===== src/rtl/alsu_mst_pkg.sv =====
// alsu_mst_pkg: shared command type, FSM states, opcodes and ALSU idle pin pattern
package alsu_mst_pkg;
    typedef struct packed {
        logic [2:0]        opcode;
        logic signed [2:0] a;
        logic signed [2:0] b;
        logic              cin;
        logic              red_a;
        logic              red_b;
        logic              byp_a;
        logic              byp_b;
        logic              dir;
        logic              serial;
    } alsu_cmd_t;

    typedef enum logic [1:0] {IDLE, DRIVE, WAIT, RESP} state_t;

    localparam logic [2:0] OP_OR     = 3'd0;
    localparam logic [2:0] OP_XOR    = 3'd1;
    localparam logic [2:0] OP_ADD    = 3'd2;
    localparam logic [2:0] OP_MUL    = 3'd3;
    localparam logic [2:0] OP_SHIFT  = 3'd4;
    localparam logic [2:0] OP_ROTATE = 3'd5;

    // All-zero pins make the ALSU compute OR of zeros: out 0, leds 0
    localparam alsu_cmd_t IDLE_CMD = '0;
endpackage


===== src/rtl/alsu_cmd_master_if.sv =====
// alsu_cmd_master_if: command and response handshakes between a client and the ALSU command master
interface alsu_cmd_master_if;
    import alsu_mst_pkg::*;
    logic              cmd_valid;
    logic              cmd_ready;
    alsu_cmd_t         cmd;
    logic              rsp_valid;
    logic              rsp_ready;
    logic signed [5:0] rsp_out;
    logic              rsp_invalid;
    logic [2:0]        rsp_opcode;
    modport master (
        output cmd_valid, cmd, rsp_ready,
        input  cmd_ready, rsp_valid, rsp_out, rsp_invalid, rsp_opcode
    );
    modport slave (
        input  cmd_valid, cmd, rsp_ready,
        output cmd_ready, rsp_valid, rsp_out, rsp_invalid, rsp_opcode
    );
endinterface


===== src/rtl/alsu_cmd_fifo.sv =====
// alsu_cmd_fifo: first-word-fall-through command queue, power-of-2 depth, wrapping pointers
module alsu_cmd_fifo
    import alsu_mst_pkg::*;
#(
    parameter int DEPTH = 4
) (
    input  logic      clk,
    input  logic      rst,
    input  logic      push,
    input  alsu_cmd_t din,
    output logic      full,
    input  logic      pop,
    output alsu_cmd_t dout,
    output logic      empty
);
    localparam int AW = $clog2(DEPTH);

    alsu_cmd_t     mem [DEPTH];
    logic [AW-1:0] wr_ptr, rd_ptr;
    logic [AW:0]   count;
    logic          do_push, do_pop;

    // full is the pre-pop state, so a full queue refuses a push even while popping
    assign full    = count == (AW+1)'(DEPTH);
    assign empty   = count == '0;
    assign do_push = push && !full;
    assign do_pop  = pop && !empty;
    assign dout    = mem[rd_ptr];

    // Storage write
    always_ff @(posedge clk) begin
        if (do_push) mem[wr_ptr] <= din;
    end

    // Pointers and occupancy
    always_ff @(posedge clk or posedge rst) begin
        if (rst) begin
            wr_ptr <= '0;
            rd_ptr <= '0;
            count  <= '0;
        end else begin
            wr_ptr <= wr_ptr + AW'(do_push);
            rd_ptr <= rd_ptr + AW'(do_pop);
            count  <= count + (AW+1)'(do_push) - (AW+1)'(do_pop);
        end
    end
endmodule


===== src/rtl/alsu_cmd_master.sv =====
// alsu_cmd_master: queues commands, drives them one at a time onto ALSU pins and returns captured results.
// Define ALSU_MST_STATS_EN to add saturating stat_cmds / stat_invalid delivery counters.
module alsu_cmd_master
    import alsu_mst_pkg::*;
#(
    parameter int FIFO_DEPTH   = 4,
    parameter int ALSU_LATENCY = 2
) (
    input  logic              clk,
    input  logic              rst,
    alsu_cmd_master_if.slave  bus,
    output logic signed [2:0] alsu_A,
    output logic signed [2:0] alsu_B,
    output logic [2:0]        alsu_opcode,
    output logic              alsu_cin,
    output logic              alsu_red_op_A,
    output logic              alsu_red_op_B,
    output logic              alsu_bypass_A,
    output logic              alsu_bypass_B,
    output logic              alsu_direction,
    output logic              alsu_serial_in,
    input  logic signed [5:0] alsu_out,
    input  logic [15:0]       alsu_leds
`ifdef ALSU_MST_STATS_EN
    ,
    output logic [15:0]       stat_cmds,
    output logic [15:0]       stat_invalid
`endif
);
    localparam int CW = $clog2(ALSU_LATENCY + 1);

    state_t        state;
    alsu_cmd_t     cur, pins, head;
    logic [CW-1:0] wait_cnt;
    logic          full, empty, pop;

    assign bus.cmd_ready = !full;
    assign pop           = (state == IDLE) && !empty;

    alsu_cmd_fifo #(.DEPTH(FIFO_DEPTH)) u_fifo (
        .clk   (clk),
        .rst   (rst),
        .push  (bus.cmd_valid),
        .din   (bus.cmd),
        .full  (full),
        .pop   (pop),
        .dout  (head),
        .empty (empty)
    );

    assign alsu_A         = pins.a;
    assign alsu_B         = pins.b;
    assign alsu_opcode    = pins.opcode;
    assign alsu_cin       = pins.cin;
    assign alsu_red_op_A  = pins.red_a;
    assign alsu_red_op_B  = pins.red_b;
    assign alsu_bypass_A  = pins.byp_a;
    assign alsu_bypass_B  = pins.byp_b;
    assign alsu_direction = pins.dir;
    assign alsu_serial_in = pins.serial;

    // Sequencer: pins carry the command for the single DRIVE cycle only, result captured after the latency
    always_ff @(posedge clk or posedge rst) begin
        if (rst) begin
            state           <= IDLE;
            cur             <= IDLE_CMD;
            pins            <= IDLE_CMD;
            wait_cnt        <= '0;
            bus.rsp_valid   <= 1'b0;
            bus.rsp_out     <= '0;
            bus.rsp_invalid <= 1'b0;
            bus.rsp_opcode  <= '0;
        end else begin
            case (state)
                IDLE: if (!empty) begin
                    cur   <= head;
                    pins  <= head;
                    state <= DRIVE;
                end
                DRIVE: begin
                    pins     <= IDLE_CMD;
                    wait_cnt <= CW'(ALSU_LATENCY - 1);
                    state    <= WAIT;
                end
                WAIT: if (wait_cnt == '0) begin
                    bus.rsp_out     <= alsu_out;
                    bus.rsp_invalid <= |alsu_leds;
                    bus.rsp_opcode  <= cur.opcode;
                    bus.rsp_valid   <= 1'b1;
                    state           <= RESP;
                end else begin
                    wait_cnt <= wait_cnt - CW'(1);
                end
                RESP: if (bus.rsp_ready) begin
                    bus.rsp_valid <= 1'b0;
                    state         <= IDLE;
                end
                default: state <= IDLE;
            endcase
        end
    end

`ifdef ALSU_MST_STATS_EN
    // Delivered-response counters, saturating
    always_ff @(posedge clk or posedge rst) begin
        if (rst) begin
            stat_cmds    <= '0;
            stat_invalid <= '0;
        end else if (bus.rsp_valid && bus.rsp_ready) begin
            if (stat_cmds != '1) stat_cmds <= stat_cmds + 16'd1;
            if (bus.rsp_invalid && stat_invalid != '1) stat_invalid <= stat_invalid + 16'd1;
        end
    end
`endif
endmodule


===== src/flat_wrapper.sv =====
// flat-port wrapper written by rule: the top's interface ports become plain ports
module alsu_cmd_master_flat import alsu_mst_pkg::*;
#(
    parameter int FIFO_DEPTH   = 4,
    parameter int ALSU_LATENCY = 2
)
  (clk, rst, alsu_A, alsu_B, alsu_opcode, alsu_cin, alsu_red_op_A, alsu_red_op_B, alsu_bypass_A, alsu_bypass_B, alsu_direction, alsu_serial_in, alsu_out, alsu_leds, bus_cmd_valid, bus_cmd, bus_rsp_ready, bus_cmd_ready, bus_rsp_valid, bus_rsp_out, bus_rsp_invalid, bus_rsp_opcode);
  alsu_cmd_master_if bus_i ();
  input  logic clk;
  input  logic rst;
  output logic signed [2:0] alsu_A;
  output logic signed [2:0] alsu_B;
  output logic [2:0] alsu_opcode;
  output logic alsu_cin;
  output logic alsu_red_op_A;
  output logic alsu_red_op_B;
  output logic alsu_bypass_A;
  output logic alsu_bypass_B;
  output logic alsu_direction;
  output logic alsu_serial_in;
  input  logic signed [5:0] alsu_out;
  input  logic [15:0] alsu_leds;
  input wire logic [$bits(bus_i.cmd_valid)-1:0] bus_cmd_valid;
  input wire logic [$bits(bus_i.cmd)-1:0] bus_cmd;
  input wire logic [$bits(bus_i.rsp_ready)-1:0] bus_rsp_ready;
  output wire logic [$bits(bus_i.cmd_ready)-1:0] bus_cmd_ready;
  output wire logic [$bits(bus_i.rsp_valid)-1:0] bus_rsp_valid;
  output wire logic [$bits(bus_i.rsp_out)-1:0] bus_rsp_out;
  output wire logic [$bits(bus_i.rsp_invalid)-1:0] bus_rsp_invalid;
  output wire logic [$bits(bus_i.rsp_opcode)-1:0] bus_rsp_opcode;
  assign bus_i.cmd_valid = bus_cmd_valid;
  assign bus_i.cmd = bus_cmd;
  assign bus_i.rsp_ready = bus_rsp_ready;
  assign bus_cmd_ready = bus_i.cmd_ready;
  assign bus_rsp_valid = bus_i.rsp_valid;
  assign bus_rsp_out = bus_i.rsp_out;
  assign bus_rsp_invalid = bus_i.rsp_invalid;
  assign bus_rsp_opcode = bus_i.rsp_opcode;
  alsu_cmd_master #(.FIFO_DEPTH(FIFO_DEPTH), .ALSU_LATENCY(ALSU_LATENCY)) u_core (.clk(clk), .rst(rst), .bus(bus_i), .alsu_A(alsu_A), .alsu_B(alsu_B), .alsu_opcode(alsu_opcode), .alsu_cin(alsu_cin), .alsu_red_op_A(alsu_red_op_A), .alsu_red_op_B(alsu_red_op_B), .alsu_bypass_A(alsu_bypass_A), .alsu_bypass_B(alsu_bypass_B), .alsu_direction(alsu_direction), .alsu_serial_in(alsu_serial_in), .alsu_out(alsu_out), .alsu_leds(alsu_leds));
endmodule

===== config.mk =====
export PLATFORM = sky130hd
export DESIGN_NAME = alsu_cmd_master_flat
export DESIGN_NICKNAME = d
export VERILOG_FILES = /design/src/rtl/alsu_mst_pkg.sv /design/src/rtl/alsu_cmd_master_if.sv /design/src/rtl/alsu_cmd_fifo.sv /design/src/rtl/alsu_cmd_master.sv /design/src/flat_wrapper.sv
export SDC_FILE = /design/constraint.sdc
export NUM_CORES = 1
export LEC_CHECK = 0
export ABC_AREA = 1
export CORE_MARGIN = 1
export CORE_UTILIZATION = 45
export DETAILED_ROUTE_END_ITERATION = 16
export PLACE_DENSITY = 0.77
export SYNTH_ARGS = -nofsm -noshare
export SYNTH_HDL_FRONTEND = slang
export SYNTH_SLANG_ARGS = --single-unit

===== constraint.sdc =====
create_clock -name clk -period 4.2 [get_ports clk]
set_input_delay 0.84 -clock clk [delete_from_list [all_inputs] [get_ports clk]]
set_output_delay 0.84 -clock clk [all_outputs]
set_load 0.02 [all_outputs]

Word-level counts from Yosys, hierarchy flattened:

Memories as Yosys holds them, arrays and structs flattened.
Cells that the tools add are included.

* flip-flop bits (word level): 41
* bits in writable memories: 64
* memories kept: 1
* logic and storage cells: 66
* output and inout port bits: 28

Memories
* u_core.u_fifo.mem: depth 4, width 16, rd ports 1, clocked after Yosys merged registers in 0, write ports 1, RTL line alsu_cmd_fifo.sv:18 `alsu_cmd_t mem [DEPTH];`

* reductions and logical operators: 18
* bitwise gates (word level): 1
* eq/ne operators: 8
* mux-type cells: 13
* add/sub/neg operators: 5

Operator list (count)
* 16-bit one-hot mux with 2 select lines: 1
* 16-bit 2-to-1 mux: 1
* 16-bit OR reduction: 1
* 2-bit 2-to-1 mux: 4
* 2-bit one-hot mux with 4 select lines: 1
* 2-bit AND reduction: 4
* 2-bit inequality test (second input constant): 3
* 3-bit AND reduction: 2
* 2-bit nonzero test: 3
* 2-bit by 1-bit adder with 2-bit output: 2
* 2-bit equality test (second input constant): 2
* 2-bit zero test: 2
* 1-bit 2-to-1 mux: 4
* 2-bit one-hot mux with 2 select lines: 1
* 3-bit by 1-bit adder with 3-bit output: 1
* 3-bit equality test (second input constant): 1
* 1-bit logical AND: 3
* 3-bit zero test: 1
* 3-bit by 1-bit subtractor with 3-bit output: 1
* 2-bit by 1-bit equality test with 1-bit output (second input constant): 1
* 1-bit zero test: 2
* 2-bit by 1-bit inequality test with 1-bit output (second input constant): 1
* 1-bit one-hot mux with 2 select lines: 1
* 2-bit by 1-bit subtractor with 2-bit output (second input constant): 1
* 1-bit inverter: 1

Depth between registers and ports, before layout:

* depth after elaboration: 5
* gate-level depth with buffers: 9
* gate-level depth less buffers: 9

Modules after synthesis:

A second synthesis with hierarchy kept.

* cell total of the unflattened synthesis: 391
* area total of the unflattened synthesis: 4418.0 µm²

Modules (own cells, without submodules)
* alsu_cmd_fifo: seq. area each 2097.0 µm², area each 2872.8 µm², cells an instance 218, times used 1
* alsu_cmd_master: seq. area each 850.8 µm², area each 1545.2 µm², cells an instance 173, times used 1

Worst setup path before layout:

No wires, ideal clock.

* kind: in2reg
* start: input port bus_cmd_valid
* end: memory u_core.u_fifo.mem[0][0] (netlist name), enable pin
* stages on the path: 2
* data required time: 3.791 ns
* path buffers: 0
* arrival: 2.099 ns
* library setup time: 0.409 ns
* path slack: 1.691 ns
* cells stage by stage: nand2_1 > nor3_1

* longest elaborated chain between the ends: 3

RTL lines
* start: declaration: RTL line flat_wrapper.sv:23 `input wire logic [$bits(bus_i.cmd_valid)-1:0] bus_cmd_valid;`
* 1-bit logical AND: RTL line alsu_cmd_fifo.sv:26 `assign do_push = push && !full;`
* 1-bit 2-to-1 mux: RTL line alsu_cmd_fifo.sv:32 `if (do_push) mem[wr_ptr] <= din;`
* 1-bit 2-to-1 mux (not written as such): RTL line alsu_cmd_fifo.sv:32
* end: declaration: RTL line alsu_cmd_fifo.sv:18

Every way passes these cells.

Final worst setup path:

* start: register u_core.u_fifo.count[1]
* end: output port bus_cmd_ready

* longest elaborated chain between the ends: 2

RTL lines
* start: declaration: RTL line alsu_cmd_fifo.sv:20 `logic [AW:0] count;`
* start signal: assignment: RTL line alsu_cmd_fifo.sv:44 `count <= count + (AW+1)'(do_push) - (AW+1)'(do_pop);`
* 3-bit equality test: RTL line alsu_cmd_fifo.sv:24 `assign full = count == (AW+1)'(DEPTH);`
* 1-bit zero test: RTL line alsu_cmd_master.sv:37 `assign bus.cmd_ready = !full;`
* end: declaration: RTL line flat_wrapper.sv:26 `output wire logic [$bits(bus_i.cmd_ready)-1:0] bus_cmd_ready;`

Every way passes these cells.

==> report_table.html <==
<table>
<tr><th>Metric</th><th>Value</th></tr>
<tr><th colspan="2">Drt</th></tr>
<tr><td>1st-iter DRT viols</td><td>169</td></tr>
<tr><td>Number of nets still failing antenna checks after routing</td><td>0</td></tr>
<tr><td>Detailed-route vias per instance</td><td>4.55</td></tr>
<tr><td>WL final</td><td>approximately 8200 um</td></tr>
<tr><td>Drt drc</td><td>0</td></tr>
<tr><td>Vias</td><td>3008</td></tr>
<tr><td>Mean routed wirelength per cell</td><td>between 10 and 15 um</td></tr>
<tr><td>First drt pass iteration count</td><td>4</td></tr>
<tr><th colspan="2">Critical path</th></tr>
<tr><td>Critical path data arrival time</td><td>~1.6 ns</td></tr>
<tr><td>Cells traversed along the worst timing path</td><td>nor2_4 &gt; nand2_1 &gt; clkdlybuf4s50_1</td></tr>
<tr><td>Type of element launching the critical path</td><td>flop</td></tr>
<tr><td>Cell depth of the worst flop-to-flop path</td><td>9</td></tr>
<tr><td>Start-to-end type of the worst setup path</td><td>flop to output pin</td></tr>
<tr><td>Buffering stage count on the worst path with inverters included</td><td>1</td></tr>
<tr><td>Crit path max-delay cell type</td><td>sky130_fd_sc_hd__clkdlybuf4s50_1</td></tr>
<tr><td>Critical path fanouts, max</td><td>3</td></tr>
<tr><td>Number of logic stages on the critical path including buffering</td><td>3</td></tr>
<tr><td>Required time at the endpoint of the critical path</td><td>3.36 ns</td></tr>
<tr><td>Family of cells with the greatest summed delay on the critical path</td><td>buffers and inverters</td></tr>
<tr><td>Sort of element at the end of the critical path</td><td>output pin</td></tr>
<tr><td>Critical path's largest stage delay</td><td>0.54 ns</td></tr>
<tr><td>Endpoint of the worst register-to-register path</td><td>u_core.u_fifo.count[2]</td></tr>
<tr><td>Critical path capture point</td><td>bus_cmd_ready</td></tr>
<tr><td>Worst r2r src</td><td>u_core.state[0]</td></tr>
<tr><td>Launching element of the worst setup path</td><td>u_core.u_fifo.count[1]</td></tr>
<tr><td>Worst-case register-to-register setup slack</td><td>2.15 ns</td></tr>
<tr><th colspan="2">CTS</th></tr>
<tr><td>CTS tree</td><td>built</td></tr>
<tr><td>Post-CTS repair timing setup buffer count</td><td>0</td></tr>
<tr><td>Num CTS Buffers</td><td>9</td></tr>
<tr><td>H-tree Lvls</td><td>3</td></tr>
<tr><td>Clock sink count</td><td>about 110</td></tr>
<tr><td>Clock slew at the register clock pins of the worst setup and hold paths</td><td>approximately 0.11 ns</td></tr>
<tr><td>Quantity of gates resized following cts</td><td>0</td></tr>
<tr><td>Cts hold-fix bufs</td><td>0</td></tr>
<tr><td>Number of buffers between clock root and the deepest sink</td><td>2</td></tr>
<tr><td>Master cell of the clock root buffer</td><td>sky130_fd_sc_hd__clkbuf_8</td></tr>
<tr><td>Latest clock arrival within the worst-skew pair</td><td>~0.36 ns</td></tr>
<tr><th colspan="2">GRT</th></tr>
<tr><td>Pin count of the biggest net entering global routing</td><td>61</td></tr>
<tr><td>Antenna violations before repair</td><td>0</td></tr>
<tr><td>Global Route Usage Sum</td><td>0.169</td></tr>
<tr><td>Wire length of the first global-routing pass</td><td>roughly 13000 um</td></tr>
<tr><td>Aggregate global routing overflow</td><td>0</td></tr>
<tr><td>Vias in the first global route</td><td>approximately 3000</td></tr>
<tr><th colspan="2">Final layout</th></tr>
<tr><td>Number of inserted diodes</td><td>0</td></tr>
<tr><td>Layout-stage area growth over the synthesis result</td><td>22.2%</td></tr>
<tr><td>Fraction of layout instances using a drive strength above 1</td><td>0.0833</td></tr>
<tr><td>Most common cell after layout, fill and taps aside</td><td>sky130_fd_sc_hd__nand2_1</td></tr>
<tr><td>Area taken by multi-input logic gates</td><td>1290 um^2</td></tr>
<tr><td>Highest-count cells in the layout ignoring fill and taps</td><td>sky130_fd_sc_hd__nand2_1 (149), sky130_fd_sc_hd__clkdlybuf4s50_1 (69), sky130_fd_sc_hd__edfxtp_1 (64)</td></tr>
<tr><td>Nets</td><td>574</td></tr>
<tr><td>Finished Cell Area</td><td>5570 um^2</td></tr>
<tr><td>Sequential cell area</td><td>2950 um^2</td></tr>
<tr><td>Fill count</td><td>between 800 and 900</td></tr>
<tr><th colspan="2">Die</th></tr>
<tr><td>Overall die area</td><td>between 10000 and 15000 um^2</td></tr>
<tr><td>Starting Density</td><td>0.466</td></tr>
<tr><td>Vertical die dimension</td><td>103 um</td></tr>
<tr><td>Row cnt</td><td>36</td></tr>
<tr><td>DIE WIDTH</td><td>103 um</td></tr>
<tr><td>Top Ports</td><td>70</td></tr>
<tr><td>Area of the core</td><td>9770 um^2</td></tr>
<tr><th colspan="2">Logic synthesis</th></tr>
<tr><td>Mux cell area share after synthesis</td><td>0</td></tr>
<tr><td>YS warnings</td><td>0</td></tr>
<tr><td>Leading register cell type out of synthesis</td><td>sky130_fd_sc_hd__edfxtp_1</td></tr>
<tr><td>Netlist Area Pre-Place</td><td>4560 um^2</td></tr>
<tr><td>Part of the Yosys area used for sequential elements</td><td>0.647</td></tr>
<tr><td>Synthesized-area fraction occupied by and/or/nand/nor cells</td><td>0.227</td></tr>
<tr><td>Synthesized instance count</td><td>~450</td></tr>
<tr><td>Post-synth net total</td><td>502</td></tr>
<tr><td>Fraction of synthesis flops using an asynchronous set or reset pin</td><td>0.390</td></tr>
<tr><td>Synthesis-stage register bit count</td><td>105</td></tr>
<tr><td>Number of enable-type register cells in the synthesized netlist</td><td>64</td></tr>
<tr><td>Fraction of the mapped netlist area in compound gates</td><td>0.0176</td></tr>
<tr><td>Fraction of the mapped netlist area in adder cells</td><td>0.0264</td></tr>
<tr><td>Combinational family with the most area after synthesis</td><td>simple AND/OR/NAND/NOR gates</td></tr>
<tr><td>Xor-xnor portion of the synthesized cell area</td><td>0.00769</td></tr>
<tr><td>Distinct cells, synth</td><td>30</td></tr>
<tr><td>Mean instance size in the synthesized netlist</td><td>10.1 um^2</td></tr>
<tr><th colspan="2">Timing</th></tr>
<tr><td>Worst setup skew after layout</td><td>roughly 0.014 ns</td></tr>
<tr><td>Least-Margin Pin Slew</td><td>0.934 ns</td></tr>
<tr><td>Hold Violations, Final</td><td>0</td></tr>
<tr><td>Final setup violation count</td><td>0</td></tr>
<tr><td>Total negative setup slack</td><td>0 ns</td></tr>
<tr><td>Time the worst path needs with I/O delays and setup</td><td>2.40 ns</td></tr>
<tr><td>Period Utilization, post-route</td><td>0.573</td></tr>
<tr><td>Unrepaired setup endpoints after global routing</td><td>no</td></tr>
<tr><td>Worst max-slew margin expressed relative to the limit</td><td>0.377</td></tr>
<tr><td>Max Clk Rate</td><td>416 MHz</td></tr>
<tr><td>Pins over their slew limit</td><td>0</td></tr>
<tr><th colspan="2">Place</th></tr>
<tr><td>DPL Wire Length</td><td>5740 um</td></tr>
<tr><td>Post-detailed-placement cell area</td><td>5370 um^2</td></tr>
<tr><td>Placer Congestion</td><td>between 0.7 and 0.8</td></tr>
<tr><td>PortBufs</td><td>69</td></tr>
<tr><th colspan="2">Min path</th></tr>
<tr><td>Path type of the worst min-delay path</td><td>flop to flop</td></tr>
<tr><td>Hold path startpoint</td><td>u_core.bus.rsp_out[5]</td></tr>
<tr><th colspan="2">Power</th></tr>
<tr><td>Part of the power in registers</td><td>0.418</td></tr>
<tr><td>Leakage power figure</td><td>2.49 nW</td></tr>
<tr><td>Switching power</td><td>0.00146 W</td></tr>
<tr><td>Peak VDD IR</td><td>between 300 and 400 uV</td></tr>
<tr><td>Clock share of power</td><td>0.162</td></tr>
<tr><td>Fraction of power spent switching nets</td><td>0.392</td></tr>
<tr><td>Total power divided by cell area</td><td>approximately 670 nW/um^2</td></tr>
<tr><td>Combinational fraction of design power</td><td>0.420</td></tr>
<tr><td>Internal portion of total power</td><td>0.00226 W</td></tr>
<tr><th colspan="2">Job</th></tr>
<tr><td>Maximum Capacitance Violations</td><td>0</td></tr>
<tr><th colspan="2">Status</th></tr>
<tr><td>Result of the run</td><td>finished, final reports clean</td></tr>
</table>
-- metal layers --
metal,share of wire,GRT usage,vias to the layer above
met5,0,0,-
met4,0.020,0.0769,0
met3,0.064,0.0366,13
met2,0.48,0.291,85
met1,0.44,0.203,1362
li1,-,-,1548
-- worst min-delay path by stage --
stage / endpoint / slack, ns / cells past startpoint
5_1_grt: u_core.bus.rsp_out[2] / 0.51 / 2
3_3_place_gp: u_core.bus.rsp_out[1] / 0.46 / 2
3_5_place_dp: u_core.bus.rsp_out[3] / 0.46 / 2
6_report: u_core.bus.rsp_out[5] / 0.49 / 2
4_1_cts: u_core.bus.rsp_out[5] / 0.49 / 2
2_1_floorplan: u_core.u_fifo.wr_ptr[1] / 0.48 / 1
-- through the flow --
stage	std cells	utilization	hold slack (ns)	power [W]	worst slack, ns
final	661	0.570	0.488	0.00372	1.80
after global placement	645	0.549	0.462	0.00307	1.67
after CTS	661	0.570	0.489	0.00376	1.77
after global routing	661	0.570	0.514	0.00401	1.70
after detailed placement	645	0.549	0.464	0.00316	1.62
after floorplan	451	-	0.483	0.00269	1.69
-- sequential cells by signal (all words and copies together), names as in the netlist --
register and flops:
u_core.bus.rsp_opcode 3, u_core.u_fifo.count 3, u_core.cur 3, u_core.alsu_cin 1
u_core.alsu_direction 1, u_core.alsu_serial_in 1, u_core.alsu_bypass_B 1, u_core.alsu_A 3
u_core.alsu_opcode 3, u_core.u_fifo.wr_ptr 2, u_core.alsu_bypass_A 1, u_core.alsu_B 3
u_core.wait_cnt 2, u_core.bus.rsp_valid 1, u_core.bus.rsp_invalid 1, u_core.state 2
u_core.alsu_red_op_A 1, u_core.u_fifo.rd_ptr 2, u_core.bus.rsp_out 6, u_core.u_fifo.mem 64
u_core.alsu_red_op_B 1
-- cell type report --
type,count,share of cell area
multi-input combinational,270,0.231
tap,133,0.0299
clock inverter,5,0.00831
clock buffer,11,0.0272
inverter,62,0.0418
sequential,105,0.529
timing repair buffer,75,0.132
-- cells by family after synthesis --
| logic type | after synthesis |
|---|---|
| buf+inv | 76 |
| compound gates | 15 |
| flops | 105 |
| fa+ha+maj | 9 |
| simple gates | 242 |
| xor+xnor | 4 |
-- power groups by stage --
stage | Clock (W) | Combinational [W] | Sequential (W)
global route | 0.000659 | 0.00177 | 0.00159
detailed placement | 0 | 0.00158 | 0.00158
global placement | 0 | 0.00151 | 0.00156
CTS | 0.000621 | 0.00158 | 0.00156
floorplan | 0 | 0.00102 | 0.00168
finish | 0.000604 | 0.00156 | 0.00155
-- cell usage after synthesis (2+ instances only) --
cell type                  instances  area (um^2)
sky130_fd_sc_hd__nand2_1         149          559
sky130_fd_sc_hd__buf_6             3         33.8
sky130_fd_sc_hd__nand2_2          11         68.8
sky130_fd_sc_hd__nor2_4            2         22.5
sky130_fd_sc_hd__o21ai_1           4         20.0
sky130_fd_sc_hd__nor2_1           37          139
sky130_fd_sc_hd__o21ai_0           8         40.0
sky130_fd_sc_hd__xor2_1            3         26.3
sky130_fd_sc_hd__buf_4             3         22.5
sky130_fd_sc_hd__inv_2             2         7.51
sky130_fd_sc_hd__or2_0             9         56.3
sky130_fd_sc_hd__or2_1             4         25.0
sky130_fd_sc_hd__nand3_1          24          120
sky130_fd_sc_hd__inv_1            59          221
sky130_fd_sc_hd__buf_2             5         25.0
sky130_fd_sc_hd__dfrtp_1          41         1030
sky130_fd_sc_hd__ha_1              8          100
sky130_fd_sc_hd__edfxtp_1         64         1920
sky130_fd_sc_hd__nor3_1            4         20.0
-- worst min-delay path, cell delays in order, from the launching register on --
cell                      delay [ns]
sky130_fd_sc_hd__dfrtp_1        0.35
sky130_fd_sc_hd__nand2_1        0.05
sky130_fd_sc_hd__nand2_1        0.06
(Power assumes the default switching activity.)
